<file path="config.mk">
export PLATFORM = sky130hd
export DESIGN_NAME = game_ctrl
export DESIGN_NICKNAME = d
export VERILOG_FILES = /design/src/rtl/game_pkg.sv /design/src/rtl/game_ctrl_btn_edge.sv /design/src/rtl/game_ctrl.sv
export SDC_FILE = /design/constraint.sdc
export NUM_CORES = 1
export LEC_CHECK = 0
export BUFFER_PORTS_ARGS = -buffer_cell sky130_fd_sc_hd__buf_4
export CORE_ASPECT_RATIO = 1.4
export CORE_UTILIZATION = 60
export CTS_BUF_LIST = sky130_fd_sc_hd__clkbuf_16
export DETAILED_ROUTE_END_ITERATION = 7
export HOLD_SLACK_MARGIN = 0.1
export PLACE_DENSITY_LB_ADDON = 0.3
export SLEW_MARGIN = 20
export SYNTH_ARGS = -nofsm -noshare
export SYNTH_HDL_FRONTEND = slang
export SYNTH_HIERARCHICAL = 1
export SYNTH_SLANG_ARGS = --single-unit
</file>
<file path="constraint.sdc">
create_clock -name clk -period 2 [get_ports clk]
set_input_delay 0.4 -clock clk [delete_from_list [all_inputs] [get_ports clk]]
set_output_delay 0.4 -clock clk [all_outputs]
set_load 0.02 [all_outputs]
</file>
<file path="src/rtl/game_pkg.sv">
// Shared types and constants for the connect-four turn sequencer and board datapath.
package game_pkg;
    typedef enum logic [1:0] {
        WAIT_INPUT = 2'd0,
        CHECK      = 2'd1,
        GAME_OVER  = 2'd2
    } state_t;

    localparam logic [1:0] WIN_NONE = 2'b00;
    localparam logic [1:0] WIN_A    = 2'b01;
    localparam logic [1:0] WIN_B    = 2'b10;

    // Cell colours as stored by state_update.
    localparam logic [1:0] EMPTY     = 2'b00;
    localparam logic [1:0] A         = 2'b01;
    localparam logic [1:0] B         = 2'b10;
    localparam logic [1:0] HIGHLIGHT = 2'b11;

    localparam int ROWS = 6;
    localparam int COLS = 7;
endpackage

</file>
<file path="src/rtl/game_ctrl_btn_edge.sv">
// Two-flop synchronizer plus rising-edge detector for one raw push button.
module btn_edge (
    input  logic clk,
    input  logic rst,
    input  logic btn,
    output logic pulse
);
    logic sync1, sync2, prev;

    always_ff @(posedge clk or negedge rst) begin
        if (!rst) begin
            sync1 <= 1'b0;
            sync2 <= 1'b0;
            prev  <= 1'b0;
        end else begin
            sync1 <= btn;
            sync2 <= sync1;
            prev  <= sync2;
        end
    end

    // Combinational edge; the command output register in game_ctrl adds the third cycle.
    assign pulse = sync2 & ~prev;
endmodule

</file>
<file path="src/rtl/game_ctrl.sv">
// Turn sequencer: button edges to command pulses, turn ownership, and
// win/draw/invalid/timeout resolution after each drop.
module game_ctrl
    import game_pkg::*;
#(
    parameter int CHECK_CYCLES   = 2,
    parameter int TIMEOUT_CYCLES = 50_000_000,
    parameter int MAX_MOVES      = 42
) (
    input  logic       clk,
    input  logic       rst,
    input  logic       btn_put,
    input  logic       btn_right,
    input  logic       btn_left,
    input  logic       win_a,
    input  logic       win_b,
    input  logic       invalid_move,
    output logic       turn,
    output logic       put,
    output logic       right,
    output logic       left,
    output logic       game_over,
    output logic [1:0] winner,
    output logic [5:0] move_cnt,
    output logic       timeout_p,
    output logic       retry_p
);
    localparam int TW = (TIMEOUT_CYCLES > 0) ? $clog2(TIMEOUT_CYCLES + 1) : 1;

    logic put_e, right_e, left_e;

    btn_edge u_put   (.clk(clk), .rst(rst), .btn(btn_put),   .pulse(put_e));
    btn_edge u_right (.clk(clk), .rst(rst), .btn(btn_right), .pulse(right_e));
    btn_edge u_left  (.clk(clk), .rst(rst), .btn(btn_left),  .pulse(left_e));

    state_t        state, state_d;
    logic          turn_d, put_d, right_d, left_d, timeout_d, retry_d, inv_prev, inv_prev_d;
    logic [1:0]    winner_d;
    logic [5:0]    mc_d;
    logic [3:0]    chk_cnt, chk_d;
    logic [TW-1:0] to_cnt, to_d;

    always_ff @(posedge clk or negedge rst) begin
        if (!rst) begin
            state     <= WAIT_INPUT;
            turn      <= 1'b0;
            put       <= 1'b0;
            right     <= 1'b0;
            left      <= 1'b0;
            timeout_p <= 1'b0;
            retry_p   <= 1'b0;
            winner    <= WIN_NONE;
            move_cnt  <= '0;
            chk_cnt   <= '0;
            to_cnt    <= '0;
            inv_prev  <= 1'b0;
        end else begin
            state     <= state_d;
            turn      <= turn_d;
            put       <= put_d;
            right     <= right_d;
            left      <= left_d;
            timeout_p <= timeout_d;
            retry_p   <= retry_d;
            winner    <= winner_d;
            move_cnt  <= mc_d;
            chk_cnt   <= chk_d;
            to_cnt    <= to_d;
            inv_prev  <= inv_prev_d;
        end
    end

    always_comb begin
        state_d    = state;
        turn_d     = turn;
        put_d      = 1'b0;
        right_d    = 1'b0;
        left_d     = 1'b0;
        timeout_d  = 1'b0;
        retry_d    = 1'b0;
        winner_d   = winner;
        mc_d       = move_cnt;
        chk_d      = chk_cnt;
        to_d       = to_cnt;
        inv_prev_d = inv_prev;
        case (state)
            WAIT_INPUT: begin
                to_d = (TIMEOUT_CYCLES > 0) ? to_cnt + TW'(1) : '0;
                if (put_e) begin
                    put_d      = 1'b1;
                    inv_prev_d = invalid_move;
                    chk_d      = '0;
                    to_d       = '0;
                    state_d    = CHECK;
                end else if (right_e) begin
                    right_d = 1'b1;
                    to_d    = '0;
                end else if (left_e) begin
                    left_d = 1'b1;
                    to_d   = '0;
                end else if (TIMEOUT_CYCLES > 0 && to_cnt == TW'(TIMEOUT_CYCLES - 1)) begin
                    turn_d    = ~turn;
                    timeout_d = 1'b1;
                    to_d      = '0;
                end
            end
            CHECK: begin
                if (chk_cnt == 4'(CHECK_CYCLES - 1)) begin
                    to_d = '0;
                    if (win_a) begin
                        state_d  = GAME_OVER;
                        winner_d = WIN_A;
                    end else if (win_b) begin
                        state_d  = GAME_OVER;
                        winner_d = WIN_B;
                    end else if (invalid_move && !inv_prev) begin
                        // invalid_move is sticky: only its first rise marks a rejected drop
                        retry_d = 1'b1;
                        state_d = WAIT_INPUT;
                    end else begin
                        if (move_cnt < 6'(MAX_MOVES))
                            mc_d = move_cnt + 6'd1;
                        if (mc_d == 6'(MAX_MOVES)) begin
                            state_d  = GAME_OVER;
                            winner_d = WIN_NONE;
                        end else begin
                            turn_d  = ~turn;
                            state_d = WAIT_INPUT;
                        end
                    end
                end else begin
                    chk_d = chk_cnt + 4'd1;
                end
            end
            GAME_OVER: ;
            default: state_d = WAIT_INPUT;
        endcase
    end

    assign game_over = (state == GAME_OVER);
endmodule

</file>
==> results by group, run 1 <==
Critical path
  – Arrival @ worst endpoint: 2.11 ns
  – CP delay by family, top: simple AND/OR/NAND/NOR gates
  – Critical path buffers and inverters: 1
  – Data required time of the worst path: approximately 2.2 ns
  – Critical path depth: 8
  – R2R Path End: to_cnt[9]$_DFFE_PN0P_
  – Critical Path End Type: register
  – CP Launch Type: register
  – CP max FO: 7
  – Max incr delay on CP: 0.41 ns
  – Crit-path cells: inv_2 -> ha_4 -> or3b_4 -> a21o_4 -> nor2_2 -> nand3_1 -> xor2_1 -> nor2_2
  – Reg2Reg Depth: 8
  – R2r startpoint: chk_cnt[1]$_DFFE_PN0P_
  – Worst setup path start: chk_cnt[1]$_DFFE_PN0P_
  – CP max-delay cell: or3b_4
  – Most common cell on crit path: nor2_2
  – Crit path to: to_cnt[9]$_DFFE_PN0P_
  – Internal reg-to-reg setup slack: around 0.055 ns
  – CP Class: reg2reg

Floorplan
  – Core region area: 4610 um2
  – Row cnt: 29
  – I/O pin total: 23
  – Die H: 84.8 um
  – Die area: 5190 um2
  – Die width: 61.2 um
  – Initial core utilization: 63.8%

Placed design
  – Gpl congestion: ~0.83
  – DP Wirelength: 4.15 mm
  – Port Buf Inserts: 22
  – Placement Cell Area: between 3000 and 4000 um2

Pwr
  – Cell leakage power: 1.68 nW
  – Peak VDD IR: 0.514 mV
  – Pwr per Cell Area: between 500 and 600 nW/um2

Routing
  – Detail Route Antenna Nets: 0
  – WL final: 6.29 mm
  – DR vias/cell: between 5 and 6
  – Pre-Repair DR Iteration Count: 4
  – DRC viols: 0
  – DR vias: 2,318
  – WL per Instance: 16.1 um
  – Initial drt markers: 171

GRT
  – Largest net degree at the start of global routing: 57
  – GRT Util Overall: between 20% and 30%
  – Grt ovf: 0
  – Via count of the first global-routing pass: 2,251
  – First-pass GRT wire length: about 10 mm
  – Initial antenna violation count: 0

Synthesis
  – Net Count, Synth: 294
  – Cell count after synthesis: 282
  – YS warnings: 6
  – Yosys top cell area share: 47.7%
  – Synth Area per Inst: 10.4 um2
  – Synth Cell Area: 2940 um2
  – Area contributors post-synth: dfrtp_1, nand2_1, xor2_1
  – Library cells used by synthesis: 61
  – Flops & latches, synth: 56
  – Register area share after synthesis: 47.7%
  – Area leader, netlist: dfrtp_1

Clock tree
  – Hold-fix buffer count after cts: 0
  – Max Buffers Root-to-Sink: 2
  – TritonCTS Sinks: 56
  – Num CTS Buffers: 5
  – Worst-Skew Late Latency: between 0.2 and 0.3 ns
  – CTS Root Buffer Type: clkbuf_16
  – H-tree depth: 2
  – Clock-pin slew on the worst setup and hold paths: 0.07 ns
  – CTS tree: built

STA
  – Slew Limit Fails: 0
  – Max Clk Rate: 0.514 GHz
  – Crit path time final: 1.94 ns
  – Layout Skew: 0.00691 ns
  – Setup violators final: 0
  – Worst slew pin tran: about 0.7 ns
  – RSZ-0062 raised after global routing: yes
  – Max_slew headroom: 53.7%
  – Hold Slack: around 0.14 ns
  – Final Cycle Share: a little over nine tenths
  – Fin. Hold Viols: 0

Layout
  – Ant. Diodes: 0
  – Post-route cell area: roughly 3500 um2
  – Area Overhead vs Synth: 19.0%
  – Reg area: 1400 um2
  – Nets@finish: 340
  – Area of the multi-input gates: 1490 um2
  – Share of cells above drive strength 1: 27.4%
  – FILL cells: 327

Run status
  – Status: finished, final reports clean

Worst hold path
  – Hold WC Path Type: in2async

Flow run
  – Max-cap violations: 0
-- layout make-up --
| type | count | area share [%] |
|---|---|---|
| Tap cell | 62 | 2.22 |
| Timing Repair Buffer | 47 | 10.1 |
| Sequential cell | 56 | 40.0 |
| Clock inverter | 3 | 0.536 |
| Inverter | 9 | 0.965 |
| Multi-Input combinational cell | 209 | 42.6 |
| Clock buffer | 5 | 3.58 |
-- through the flow --
step	instances	total power, W	setup TNS, ns	util, %	setup WS, ns
2_1_floorplan	282	0.00118	0	-	0.0950
4_1_cts	386	0.00207	-0.00523	74.5	-0.00523
5_1_grt	391	0.00212	-0.141	75.9	-0.0390
6_report	391	0.00206	0	75.9	0.0555
3_3_place_gp	378	0.00122	0	71.0	0.0632
3_5_place_dp	378	0.00122	-0.00375	71.0	-0.00375
-- where the power goes --
group	internal [W]	switching, W
combinational	0.0000174	0.0000336
clock	0.000463	0.000399
sequential	0.00114	0.00000507
-- what timing repair did --
item / in CTS / in global routing
gates cloned: 0 / 1
resized for setup: 2 / 10
setup endpoints to repair: 4 / 28
pin swaps: 3 / 6
buffers inserted: 0 / 4
-- registers in the layout, indices dropped and copies added (netlist names), 2 cells and up --
register  count
to_cnt       26
move_cnt      6
chk_cnt       4
state         2
winner        2
-- cells in the mapped netlist, drive strengths merged --
cell     number
mux2          2
clkbuf        1
or3b          1
nor4          5
o2111ai       1
nand4b        2
a21oi         6
nor4bb        1
and4b         1
a2bb2oi       2
o41ai         1
o21ai        21
or2b          1
and2          1
nand3        12
o311ai        1
nand3b        1
or3           1
nor2         29
a211oi        1
nand2b        2
nor3         10
a311oi        1
buf           8
nand2        29
and3b         1
a22o          5
nor4b         3
and3          6
o22ai         5
a21boi        2
a22oi         2
dfrtp        56
inv           9
nor2b         6
ha            4
xor2         11
nand4        10
and4          3
xnor2         9
a21o          3
a31oi         2
o31ai         2
nor3b         2
-- metal layers --
layer	track usage [%]	share of wire (%)
met5	0	0
met4	10.5	1.9
met3	3.51	2.8
met2	43.2	56
met1	33.0	40
-- worst min-delay path by stage --
stage	from	endpoint	slack, ns	depth (start not counted)
after floorplan	rst	chk_cnt[0]$_DFFE_PN0P_	0.10	0
after global placement	u_right/sync1$_DFF_PN0_	u_right/sync2$_DFF_PN0_	0.33	0
after detailed placement	u_put/sync1$_DFF_PN0_	u_put/sync2$_DFF_PN0_	0.34	0
after CTS	rst	left$_DFF_PN0_	0.18	1
after global routing	btn_put	u_put/sync1$_DFF_PN0_	0.20	1
final	rst	to_cnt[15]$_DFFE_PN0P_	0.14	1
-- cells by family (layout without fill, tap and decap cells) --
family / after synthesis / after routing / share of synthesized area (%)
AND/OR/NAND/NOR: 127 / 128 / 28.2
flip-flops: 56 / 56 / 47.7
AO/OA/AOI/OAI: 55 / 55 / 12.3
XOR/XNOR: 20 / 20 / 5.96
buffers and inverters: 18 / 64 / 3.45
adder cells (fa/ha/maj): 4 / 4 / 1.70
multiplexers: 2 / 2 / 0.766
-- placed cells by master (no fill, tap or decap), drive strengths merged, types with 3 or more instances in the layout --
cell type / count
nor4b: 3
o21ai: 21
and3: 6
nor2b: 6
nor4: 5
nand2: 29
nand3: 12
clkinv: 3
and4: 3
dfrtp: 56
ha: 4
a22o: 5
a21o: 3
xnor2: 9
xor2: 11
nor2: 30
a21oi: 6
o22ai: 5
inv: 9
clkbuf: 5
nand4: 10
nor3: 10
buf: 47
Power figures use the tool's default switching activity.
==> inputs of run 2 (changes only) <==
Settings changed: REMOVE_ABC_BUFFERS set to 1, SETUP_SLACK_MARGIN set to 0.05, SKIP_CTS_REPAIR_TIMING set to 1.
==> run 2 against run 1 <==
Cell count grew 2.6%. Non-clock buffer count grew 9. Critical path depth is the same. Total power grew 2.7%. Routed wire length grew 7.8%. Worst hold slack gained 0.0035 ns. Critical path type unchanged. Largest power group unchanged.
==> results by group, run 2 (synthesis gave the netlist of run 1 again) <==
STA
  – Max_slew headroom: 54.9%
  – Crit path time final: roughly 1.9 ns
  – Final Cycle Share: 95.3%
  – Worst slew pin tran: 0.676 ns
  – Fin. Hold Viols: 0
  – Setup violators final: 0
  – Layout Skew: between 0.005 and 0.006 ns
  – Max Clk Rate: 0.524 GHz
  – Setup TNS: 0 ns
  – Slew Limit Fails: 0
  – RSZ-0062 raised after global routing: yes

Layout
  – Reg with most FFs: to_cnt
  – Commonest non-fill, non-tap cell in the layout: buf_4
  – Fin cells: 401
  – Number of flip-flops in the largest register: 26
  – Ant. Diodes: 0
  – Top flop regs: to_cnt (26), move_cnt (6), chk_cnt (4)
  – Final Core Density: 79.1%
  – Share of cells above drive strength 1: 34.5%
  – Commonest cells after routing, fill and taps aside: buf_4, dfrtp_1, nand2_1, nor2_1, o21ai_0
  – Nets@finish: 350
  – Area Overhead vs Synth: 24.0%

Pwr
  – Clock power share: 43.1%
  – Pint: 0.00164 W
  – Comb pwr share: 2.7%
  – Psw: around 0.00048 W
  – Switching Share: between 20% and 30%
  – Total power: approximately 0.0021 W
  – Pwr per Cell Area: approximately 580 nW/um2
  – Peak VDD IR: around 0.60 mV
  – Seq pwr share: 54.2%
  – Cell leakage power: 1.73 nW

Routing
  – Initial drt markers: between 150 and 200
  – Pre-Repair DR Iteration Count: 4
  – Detail Route Antenna Nets: 0
  – DR vias/cell: 6.12
  – WL final: 6.79 mm
  – WL per Instance: 16.9 um
  – DRC viols: 0
  – DR vias: between 2,000 and 2,500

Clock tree
  – Worst-Skew Late Latency: 0.30 ns
  – Num CTS Buffers: 5
  – CTS tree: built
  – Max Buffers Root-to-Sink: 2
  – TritonCTS Sinks: 56
  – CTS Root Buffer Type: clkbuf_16
  – Clock-pin slew on the worst setup and hold paths: 0.08 ns
  – H-tree depth: 2

Placed design
  – Dpl cells: 381
  – Port Buf Inserts: 22
  – DP Wirelength: 4.36 mm
  – Gpl congestion: 0.824

Critical path
  – Critical Path End Type: register
  – CP delay by family, top: simple AND/OR/NAND/NOR gates
  – Data required time of the worst path: about 2.2 ns
  – Crit-path cells: inv_2 -> ha_4 -> or3b_4 -> a21o_4 -> nor2_1 -> nand3_1 -> xor2_1 -> nor2_2
  – CP max-delay cell: or3b_4
  – CP Launch Type: register
  – CP Class: reg2reg
  – Arrival @ worst endpoint: 2.09 ns
  – Max incr delay on CP: ~0.4 ns
  – Critical path buffers and inverters: 1
  – CP max FO: 5

Floorplan
  – Die H: 84.8 um
  – Initial core utilization: 63.8%
  – Die width: 61.2 um
  – Row cnt: 29
  – Core region area: around 4600 um2
  – I/O pin total: 23
  – Die area: 5190 um2

Flow run
  – Max-cap violations: 0

GRT
  – First-pass GRT wire length: about 10 mm
  – Initial antenna violation count: 0
  – GRT Util Overall: 27.2%
  – Grt ovf: 0
  – Via count of the first global-routing pass: 2,308
  – Largest net degree at the start of global routing: 57

Run status
  – Status: finished, final reports clean

Worst hold path
  – Hold WC Path Type: in2async
-- run 2: cell types whose count changed in the layout (fill, tap and decap cells not counted), sizes merged --
cell / change
a21o: +1
clkinv: -2
buf: +9
inv: +2
-- run 2: worst register-to-register path, cell delays in order (launching register included) --
cell and delay [ns]:
dfrtp_1 0.39, inv_2 0.08, ha_4 0.12, or3b_4 0.41, a21o_4 0.25, nor2_1 0.16, nand3_1 0.12, xor2_1 0.20
nor2_2 0.05
-- run 2: per-layer routing --
metal / track usage (%) / up-vias / share of wire (%)
met5: 0 / - / 0
met3: 5.03 / 18 / 4.7
li1: - / 1137 / -
met2: 46.8 / 90 / 54
met4: 10.5 / 0 / 2.9
met1: 32.4 / 1210 / 39
-- run 2: metrics by stage --
stage / area [um2] / hold slack, ns / setup slack [ns]
final: 3650 / 0.141 / 0.0931
after global routing: 3650 / 0.189 / -0.00541
after CTS: 3450 / 0.165 / -0.00987
after detailed placement: 3300 / 0.342 / 0.00698
after global placement: 3300 / 0.332 / 0.0817
after floorplan: 2870 / 0.104 / 0.0758
-- run 2: power groups by stage --
stage	Combinational [W]	Sequential, W	Clock (W)
finish	0.0000566	0.00115	0.000911
CTS	0.0000555	0.00115	0.000927
floorplan	0.0000143	0.00117	0
global route	0.0000640	0.00115	0.000972
global placement	0.0000539	0.00117	0
detailed placement	0.0000547	0.00117	0
-- run 2: area by class of cell --
type,instances,area (um2)
repair buffers,56,420
well taps,62,77.6
clock inverters,3,26.3
flip-flops and latches,56,1410
fillers,285,962
multi-input cells,210,1560
clock buffers,5,125
inverters,9,33.8
-- run 2: path summary, 6_finish.rpt --
| kind | endpoint | from | cells past startpoint | slack (ns) |
|---|---|---|---|---|
| min in group clk | u_left/sync1$_DFF_PN0_ | btn_left | 1 | 0.21 |
| max | to_cnt[9]$_DFFE_PN0P_ | chk_cnt[1]$_DFFE_PN0P_ | 8 | 0.09 |
| min | to_cnt[21]$_DFFE_PN0P_ | rst | 1 | 0.14 |
| min reg2reg | u_left/sync2$_DFF_PN0_ | u_left/sync1$_DFF_PN0_ | 0 | 0.36 |
| max in group asynchronous | move_cnt[3]$_DFFE_PN0P_ | rst | 1 | 1.37 |
| max reg2reg | to_cnt[9]$_DFFE_PN0P_ | chk_cnt[1]$_DFFE_PN0P_ | 8 | 0.09 |
==> inputs of run 3 (changes only) <==
Settings changed: CORE_MARGIN set to 2.
==> run 3 against run 2 <==
Cell count unchanged. Worst setup slack worse by 0.019 ns. First-iteration DRC count decreased by 36%. Clock skew rose by 0.0012 ns. Flip-flop and latch count did not move. Critical path depth shrank 1. Sequential share of layout area decreased by 0.098 points. Worst hold slack improved by 0.0087 ns. Die area up 5.7%. Cell area is 0.34% higher. Clock power up 6.6%. Via count decreased by 4.5%. Critical path type unchanged. Critical endpoint is now winner[1]$_DFFE_PN0P_. Largest cell class unchanged.
==> results by group, run 3 (synthesis gave the netlist of run 1 again) <==
Routing
  – Met3 routed WL: 178 um
  – Pre-Repair DR Iteration Count: 4
  – DR vias: 2,345
  – DR top layer: met4
  – Met2 WL post-DR: 3.58 mm
  – Initial drt markers: 127
  – Detail Route Antenna Nets: 0
  – Met1 WL: 2.60 mm
  – WL per Instance: roughly 16 um
  – DRC viols: 0
  – WL final: between 6 and 7 mm
  – DR vias/cell: 5.85

Pwr
  – Pint: approximately 0.0017 W
  – Psw: 0.000426 W
  – Clock power share: 44.7%
  – Comb pwr share: 2.5%
  – Pwr per Cell Area: 593 nW/um2
  – Cell leakage power: 1.75 nW
  – Switching Share: 19.6%
  – Peak VDD IR: about 0.66 mV
  – Total power: 0.00217 W
  – Seq pwr share: 52.8%

Layout
  – Commonest non-fill, non-tap cell in the layout: buf_4
  – Top flop regs: to_cnt (26), move_cnt (6), chk_cnt (4)
  – Area Overhead vs Synth: 24.4%
  – Commonest cells after routing, fill and taps aside: buf_4, dfrtp_1, nand2_1, nor2_1
  – Fin cells: 401
  – Ant. Diodes: 0
  – Number of flip-flops in the largest register: 26
  – Reg with most FFs: to_cnt
  – Post-route cell area: 3660 um2
  – Final Core Density: 76.7%
  – FILL cells: 311
  – Share of cells above drive strength 1: around a third
  – Nets@finish: roughly 350

GRT
  – Largest net degree at the start of global routing: 57
  – First-pass GRT wire length: 10.5 mm
  – Initial antenna violation count: 0
  – Via count of the first global-routing pass: 2,321
  – GRT Util Overall: approximately a quarter
  – Grt ovf: 0

Floorplan
  – Row cnt: 30
  – Die area: 5480 um2
  – Die H: 86.8 um
  – Die width: 63.2 um
  – Initial core utilization: 61.7%
  – I/O pin total: 23
  – Core region area: 4770 um2

STA
  – Setup violators final: 0
  – Final Cycle Share: between 90 and 100%
  – Layout Skew: approximately 0.0066 ns
  – Max_slew headroom: 55.6%
  – Max Clk Rate: 0.519 GHz
  – RSZ-0062 raised after global routing: yes
  – Hold Slack: 0.150 ns
  – Crit path time final: 1.93 ns
  – Slew Limit Fails: 0
  – Fin. Hold Viols: 0
  – Worst slew pin tran: between 0.6 and 0.7 ns

Placed design
  – Placement Cell Area: 3300 um2
  – Dpl cells: 383
  – Port Buf Inserts: 22
  – DP Wirelength: between 4 and 5 mm
  – Gpl congestion: around 0.85

Clock tree
  – CTS Root Buffer Type: clkbuf_16
  – CTS tree: built
  – Max Buffers Root-to-Sink: 2
  – H-tree depth: 2
  – Clock-pin slew on the worst setup and hold paths: ~0.07 ns
  – Num CTS Buffers: 5
  – Worst-Skew Late Latency: 0.29 ns
  – TritonCTS Sinks: 56

Critical path
  – Critical Path End Type: register
  – CP Launch Type: register
  – CP max FO: 4
  – CP Class: reg2reg
  – Data required time of the worst path: 2.16 ns
  – Arrival @ worst endpoint: approximately 2.1 ns

Worst hold path
  – Hold WC Path Type: in2async

Flow run
  – Max-cap violations: 0

Run status
  – Status: finished, final reports clean
-- run 3: changes by cell type in the layout (fill, tap and decap cells not counted), moves of 3 or more --
cell | previous run | this run
buf_12 | 0 | 3
o21ai_0 | 13 | 10
o21ai_1 | 6 | 9
buf_4 | 56 | 52
-- run 3: layout make-up --
| class | instances | area (um2) | area share (%) |
|---|---|---|---|
| tap | 64 | 80.1 | 2.19 |
| multi-input combinational | 208 | 1520 | 41.5 |
| clock buffer | 5 | 125 | 3.42 |
| inverter | 9 | 33.8 | 0.923 |
| timing repair buffer | 56 | 455 | 12.4 |
| clock inverter | 3 | 38.8 | 1.06 |
| sequential | 56 | 1410 | 38.5 |
-- run 3: critical path, cell delays in order (launching register included) --
cell and delay (ns):
dfrtp_1 0.38, ha_2 0.22, nand4b_1 0.15, xnor2_1 0.20
nor4b_4 0.26, and4_4 0.28, a2bb2oi_1 0.19, o22ai_1 0.13
-- run 3: worst paths after layout --
| check | slack [ns] | endpoint | startpoint | cells past startpoint |
|---|---|---|---|---|
| hold / removal | 0.15 | to_cnt[25]$_DFFE_PN0P_ | rst | 1 |
| setup reg to reg | 0.07 | winner[1]$_DFFE_PN0P_ | move_cnt[0]$_DFFE_PN0P_ | 7 |
| min in group clk | 0.22 | u_put/sync1$_DFF_PN0_ | btn_put | 1 |
| setup / recovery | 0.07 | winner[1]$_DFFE_PN0P_ | move_cnt[0]$_DFFE_PN0P_ | 7 |
| max in group asynchronous | 1.37 | move_cnt[3]$_DFFE_PN0P_ | rst | 1 |
| hold reg to reg | 0.36 | u_put/sync2$_DFF_PN0_ | u_put/sync1$_DFF_PN0_ | 0 |
-- run 3: metrics by stage --
step / TNS, ns / setup slack, ns
3_5_place_dp: 0 / 0.0348
5_1_grt: -0.0341 / -0.0341
4_1_cts: 0 / 0.00819
6_report: 0 / 0.0736
3_3_place_gp: 0 / 0.0834
2_1_floorplan: 0 / 0.0758
-- run 3: per-layer routing --
| metal | GRT usage (%) | up-vias |
|---|---|---|
| met3 | 3.25 | 9 |
| met1 | 27.7 | 1171 |
| met4 | 9.09 | 0 |
| li1 | - | 1119 |
| met5 | 0 | - |
| met2 | 46.2 | 46 |
-- run 3: power by group through the flow --
stage                     Sequential, W  Combinational, W  Clock [W]
after floorplan                 0.00117         0.0000143          0
after global placement          0.00117         0.0000537          0
after detailed placement        0.00117         0.0000555          0
after CTS                       0.00115         0.0000554   0.000982
after global routing            0.00115         0.0000616    0.00103
final                           0.00115         0.0000539   0.000971
